--- src/rtl/watch_pkg.sv ---
// Shared definitions for the watch front-end: FSM states, field widths/limits
// and the sel encodings used to drive the display blink.
package watch_pkg;

  typedef enum logic [2:0] {
    ST_RUN,
    ST_SET_H,
    ST_SET_M,
    ST_SET_S,
    ST_LOAD
  } state_t;

  localparam int unsigned HOUR_W = 5;
  localparam int unsigned MIN_W  = 6;
  localparam int unsigned SEC_W  = 6;

  localparam logic [HOUR_W-1:0] HOUR_MAX = 5'd23;
  localparam logic [MIN_W-1:0]  MIN_MAX  = 6'd59;
  localparam logic [SEC_W-1:0]  SEC_MAX  = 6'd59;

  localparam logic [1:0] SEL_NONE = 2'd0;
  localparam logic [1:0] SEL_HOUR = 2'd1;
  localparam logic [1:0] SEL_MIN  = 2'd2;
  localparam logic [1:0] SEL_SEC  = 2'd3;

  // Increment with wrap; anything at or above max (including garbage) goes to 0.
  function automatic logic [5:0] wrap_inc(input logic [5:0] v, input logic [5:0] max);
    return (v >= max) ? 6'd0 : v + 6'd1;
  endfunction

endpackage

--- src/rtl/btn_edge.sv ---
// Rising-edge detector for a synchronized button; history resets high so a
// button held through reset does not register as a press.
module btn_edge (
  input  logic clk,
  input  logic rst,
  input  logic btn,
  output logic press_c
);

  logic btn_q;

  always_ff @(posedge clk) begin
    if (rst) btn_q <= 1'b1;
    else     btn_q <= btn;
  end

  assign press_c = btn & ~btn_q;

endmodule

--- src/rtl/watch_setter.sv ---
// Watch front-end: one-second prescaler in run mode, two-button time editor
// with a single-cycle load strobe back into the watch.
module watch_setter
  import watch_pkg::*;
#(
  parameter int unsigned DIV = 50_000_000
) (
  input  logic       clk,
  input  logic       rst,
  input  logic       btn_mode,
  input  logic       btn_inc,
  input  logic [4:0] hour_cur,
  input  logic [5:0] min_cur,
  input  logic [5:0] sec_cur,
  output logic       ci,
  output logic       ld,
  output logic [4:0] hour_in,
  output logic [5:0] min_in,
  output logic [5:0] sec_in,
  output logic [1:0] sel,
  output logic       editing
);

  localparam int unsigned CNT_W = (DIV > 1) ? $clog2(DIV) : 1;
  localparam logic [CNT_W-1:0] CNT_LAST = CNT_W'(DIV - 1);

  state_t            state_q, state_d;
  logic [CNT_W-1:0]  cnt_q, cnt_d;
  logic [HOUR_W-1:0] hour_d;
  logic [MIN_W-1:0]  min_d;
  logic [SEC_W-1:0]  sec_d;
  logic              ci_d, ld_d, editing_d;
  logic [1:0]        sel_d;
  logic              mode_press, inc_press;

  btn_edge u_mode_edge (.clk(clk), .rst(rst), .btn(btn_mode), .press_c(mode_press));
  btn_edge u_inc_edge  (.clk(clk), .rst(rst), .btn(btn_inc),  .press_c(inc_press));

  // Next state, prescaler and edit registers; mode always beats inc.
  always_comb begin
    state_d = state_q;
    cnt_d   = '0;
    hour_d  = hour_in;
    min_d   = min_in;
    sec_d   = sec_in;
    unique case (state_q)
      ST_RUN: begin
        if (mode_press) begin
          state_d = ST_SET_H;
          hour_d  = hour_cur;
          min_d   = min_cur;
          sec_d   = sec_cur;
        end else begin
          cnt_d = (cnt_q == CNT_LAST) ? '0 : cnt_q + CNT_W'(1);
        end
      end
      ST_SET_H: begin
        if (mode_press)     state_d = ST_SET_M;
        else if (inc_press) hour_d  = HOUR_W'(wrap_inc(6'(hour_in), 6'(HOUR_MAX)));
      end
      ST_SET_M: begin
        if (mode_press)     state_d = ST_SET_S;
        else if (inc_press) min_d   = MIN_W'(wrap_inc(min_in, MIN_MAX));
      end
      ST_SET_S: begin
        if (mode_press)     state_d = ST_LOAD;
        else if (inc_press) sec_d   = SEC_W'(wrap_inc(sec_in, SEC_MAX));
      end
      ST_LOAD: state_d = ST_RUN;
      default: state_d = ST_RUN;
    endcase

    ci_d      = (state_d == ST_RUN) && (cnt_d == CNT_LAST);
    ld_d      = (state_d == ST_LOAD);
    editing_d = (state_d != ST_RUN);
    unique case (state_d)
      ST_SET_H: sel_d = SEL_HOUR;
      ST_SET_M: sel_d = SEL_MIN;
      ST_SET_S: sel_d = SEL_SEC;
      default:  sel_d = SEL_NONE;
    endcase
  end

  always_ff @(posedge clk) begin
    if (rst) begin
      state_q <= ST_RUN;
      cnt_q   <= '0;
      ci      <= 1'b0;
      ld      <= 1'b0;
      sel     <= SEL_NONE;
      editing <= 1'b0;
      hour_in <= '0;
      min_in  <= '0;
      sec_in  <= '0;
    end else begin
      state_q <= state_d;
      cnt_q   <= cnt_d;
      ci      <= ci_d;
      ld      <= ld_d;
      sel     <= sel_d;
      editing <= editing_d;
      hour_in <= hour_d;
      min_in  <= min_d;
      sec_in  <= sec_d;
    end
  end

endmodule
--- config.mk ---
export PLATFORM = sky130hd
export DESIGN_NAME = watch_setter
export DESIGN_NICKNAME = d
export VERILOG_FILES = /design/src/rtl/watch_pkg.sv /design/src/rtl/btn_edge.sv /design/src/rtl/watch_setter.sv
export SDC_FILE = /design/constraint.sdc
export NUM_CORES = 1
export LEC_CHECK = 0
export ABC_AREA = 1
export BUFFER_PORTS_ARGS = -buffer_cell sky130_fd_sc_hd__buf_4
export CORE_MARGIN = 3
export CORE_UTILIZATION = 50
export CTS_CLUSTER_SIZE = 10
export DETAILED_ROUTE_END_ITERATION = 8
export PLACE_DENSITY_LB_ADDON = 0.1
export SLEW_MARGIN = 20
export SYNTH_ARGS = -nofsm -noshare
export SYNTH_HDL_FRONTEND = slang
export SYNTH_HIERARCHICAL = 1
export SYNTH_SLANG_ARGS = --single-unit
--- constraint.sdc ---
create_clock -name clk -period 3.2 [get_ports clk]
set_input_delay 0.16 -clock clk [delete_from_list [all_inputs] [get_ports clk]]
set_output_delay 0.16 -clock clk [all_outputs]
set_load 0.05 [all_outputs]
==> run_results.csv <==
group,metric,value,unit
synth,ys_seq_area_share,36.5,%
timing,fin_crit_sh,60.3,%
synth,synthDistinctLibCells,34,
power_and_ir_drop,p_total,1.37,mW
cts,cts_buffers,5,
cts,cts_tree,"built",
floorplan,core_area,5570,µm²
route,dr.pass1.iters,4,
timing,slew_viol_final,0,
floorplan,die_area,6760,µm²
timing,fin_ws,1.27,ns
critical_path,end_kind,"flop",
finish,final_area,3390,µm²
cts,postCtsSetupBuffers,0,
critical_path,slowest_stage,"a21oi_1",
run_status,status,"completed",
placement,place_congestion,0.874,
synth,yosys.area.top_type,"dfxtp_1",
cts,clk_path_buf_depth,2,
finish,insertedDiodeCount,0,
critical_path,worstSetupPathType,"flop to flop",
critical_path,cp_max_fo,12,
timing,setup_viol_count_final,0,
finish,layout.nets,505,
timing,rsz0062_at_grt,"false",
critical_path,startpoint,"state_q[2]",
worst_hold_path,hold_start,"btn_mode",
synth,synth.most_common_cell,"nand2_1",
cts,clkTransAtPathRegs,0.10,ns
cts,htreeDepth,2,
floorplan,rows,27,
synth,synth-main-ff-cell,"dfxtp_1",
timing,fin_tns_setup,0,ns
synth,synth-async-reset-ratio,0,%
timing,tightest_slew,0.815,ns
power_and_ir_drop,peakVddDrop,0.239,mV
floorplan,start_util,52.1,%
cts,post_cts_resized,0,
finish,postLayoutCoreUtil,60.8,%
route,viasPerCell,5.35,
route,post_drt_wl_per_cell,12.8,µm
timing,fmax,518,MHz
synth,syn_nets,461,
synth,ys_warn_count,6,
timing,fin_skew,0.0104,ns
critical_path,path_cells,"inv_1 -> nand3_2 -> inv_1 -> nand2_1 -> a21oi_1 -> o21ai_0 -> a31oi_1",
cts,cts-root-buf,"clkbuf_8",
timing,fin_crit,1.93,ns
critical_path,cpMostUsedCell,"inv_1",
critical_path,worst-endpoint-required,3.43,ns
power_and_ir_drop,power_density,404,nW/µm²
route,wl,7050,µm
critical_path,cp_slowest_stage_delay,0.63,ns
critical_path,timing.rr.start,"state_q[2]",
worst_hold_path,hp-class,"input port to flop",
route,drc,0,
placement,dp_hpwl,5300,µm
run,max-cap-violations,0,
global_route,antenna_found_initial,0,
synth,syn_avg_cell_area,6.67,µm²
floorplan,ios,43,
global_route,overflow,0,
synth,synth_commonest_cells,"nand2_1, nor2_1, dfxtp_1",
timing,hold_viol,0,
placement,place_area,3290,µm²
critical_path,start_kind,"flop",
global_route,grt.total_usage,21.5,%
synth,yosys.area.top_type_share,36.5,%
timing,slew_headroom,45.7,%
critical_path,critPathArrivalTime,2.16,ns
placement,dp_slack,1.32,ns
synth,syn_inst,436,
route,ant_nets,0,
global_route,grt_pass1_wl,11400,µm
cts,ctsHoldBuffers,0,
cts,worstSkewPairLatency,0.31,ns
synth,ys_ff_latch,53,
route,drt-initial-drc-count,133,
finish,area_delta_synth_final,16.6,%
finish,layout-drive-gt1-share,16.0,%
floorplan,die_h,82.2,µm
power_and_ir_drop,p_leak,1.44,nW
global_route,grt_max_degree,22,
cts,clock-sinks,53,
placement,port_buffers,42,
floorplan,die_x,82.2,µm
synth,yosys-top-cells-area,"dfxtp_1, nand2_1, nor2_1",
synth,syn_area,2910,µm²
route,vias,2951,
synth,synth_edf_count,0,
global_route,grt_pass1_vias,2624,
cells by family after synthesis:
logic type / count (synthesis) / synth area share, %
and+or+nand+nor: 250 / 38.3
AOI/OAI and AO/OA: 63 / 12.8
buffers and inverters: 55 / 7.36
DFF: 53 / 36.5
xor gates and xnor gates: 11 / 3.31
adders and majority gates: 4 / 1.72
where the power goes:
part	total [mW]	internal, mW	switching [mW]
logic	0.211	0.0713	0.140
registers	0.711	0.683	0.0279
clock network	0.449	0.228	0.221
total	1.37	0.982	0.388
worst max-delay path, delay by kind of cell, from the launching register on:
family	cells	cell delay [ns]
AOI/OAI and AO/OA	3	0.97
buffers and inverters	2	0.29
DFF	1	0.35
and+or+nand+nor	2	0.24
sequential cells by signal, summed over array words and instances (netlist names):
signal / count
ci: 1
min_in: 6
u_mode_edge/btn_q: 1
ld: 1
state_q: 3
cnt_q: 26
sel: 2
u_inc_edge/btn_q: 1
editing: 1
sec_in: 6
hour_in: 5
through the flow:
stage / instances / hold WS, ns
detailed placement: 545 / 0.371
finish: 552 / 0.0576
global route: 552 / 0.0564
global placement: 545 / 0.367
CTS: 552 / 0.0538
floorplan: 436 / 0.252
metal layers:
metal	up-vias	track usage (%)	part of all wire, %	wire length (µm)
li1	1501	-	-	-
met1	1357	26.8	45	3160
met2	83	36.9	48	3420
met3	10	4.77	5.0	353
met4	0	6.15	1.7	119
met5	-	0	0	0
cells in the final DEF, fill, tap and decap left out, types with 2 or more instances in the layout:
cell,Yosys,final
nor2_1,74,74
nand2_2,6,6
xnor2_1,3,3
o21ai_0,24,24
clkbuf_8,0,5
nand3_2,2,2
or2_2,2,2
dfxtp_1,53,53
inv_2,3,3
o21ai_1,3,3
ha_1,4,4
a22oi_1,4,4
a31oi_1,8,8
nor2_2,6,6
nor3_1,10,10
inv_1,46,46
a32oi_1,2,2
a21oi_1,17,17
nand3_1,28,28
nand4_1,8,8
nand2_1,106,106
buf_4,2,42
xor2_1,8,8
nor2_4,5,5
final cells by class:
class,instances,area [µm²]
repair buffers,42,315
flip-flops and latches,53,1060
clock buffers,5,68.8
well taps,72,90.1
inverters,50,188
multi-input cells,328,1630
fillers,538,2180
clock inverters,2,35.0
worst paths after layout:
check | endpoint | slack [ns] | cells past startpoint
worst min register to register | cnt_q[6] | 0.55 | 2
worst max register to register | sec_in[5] | 1.27 | 7
worst min-delay path | u_mode_edge/btn_q | 0.06 | 3
worst max-delay path | sec_in[5] | 1.27 | 7
Power figures use the tool's default switching activity.
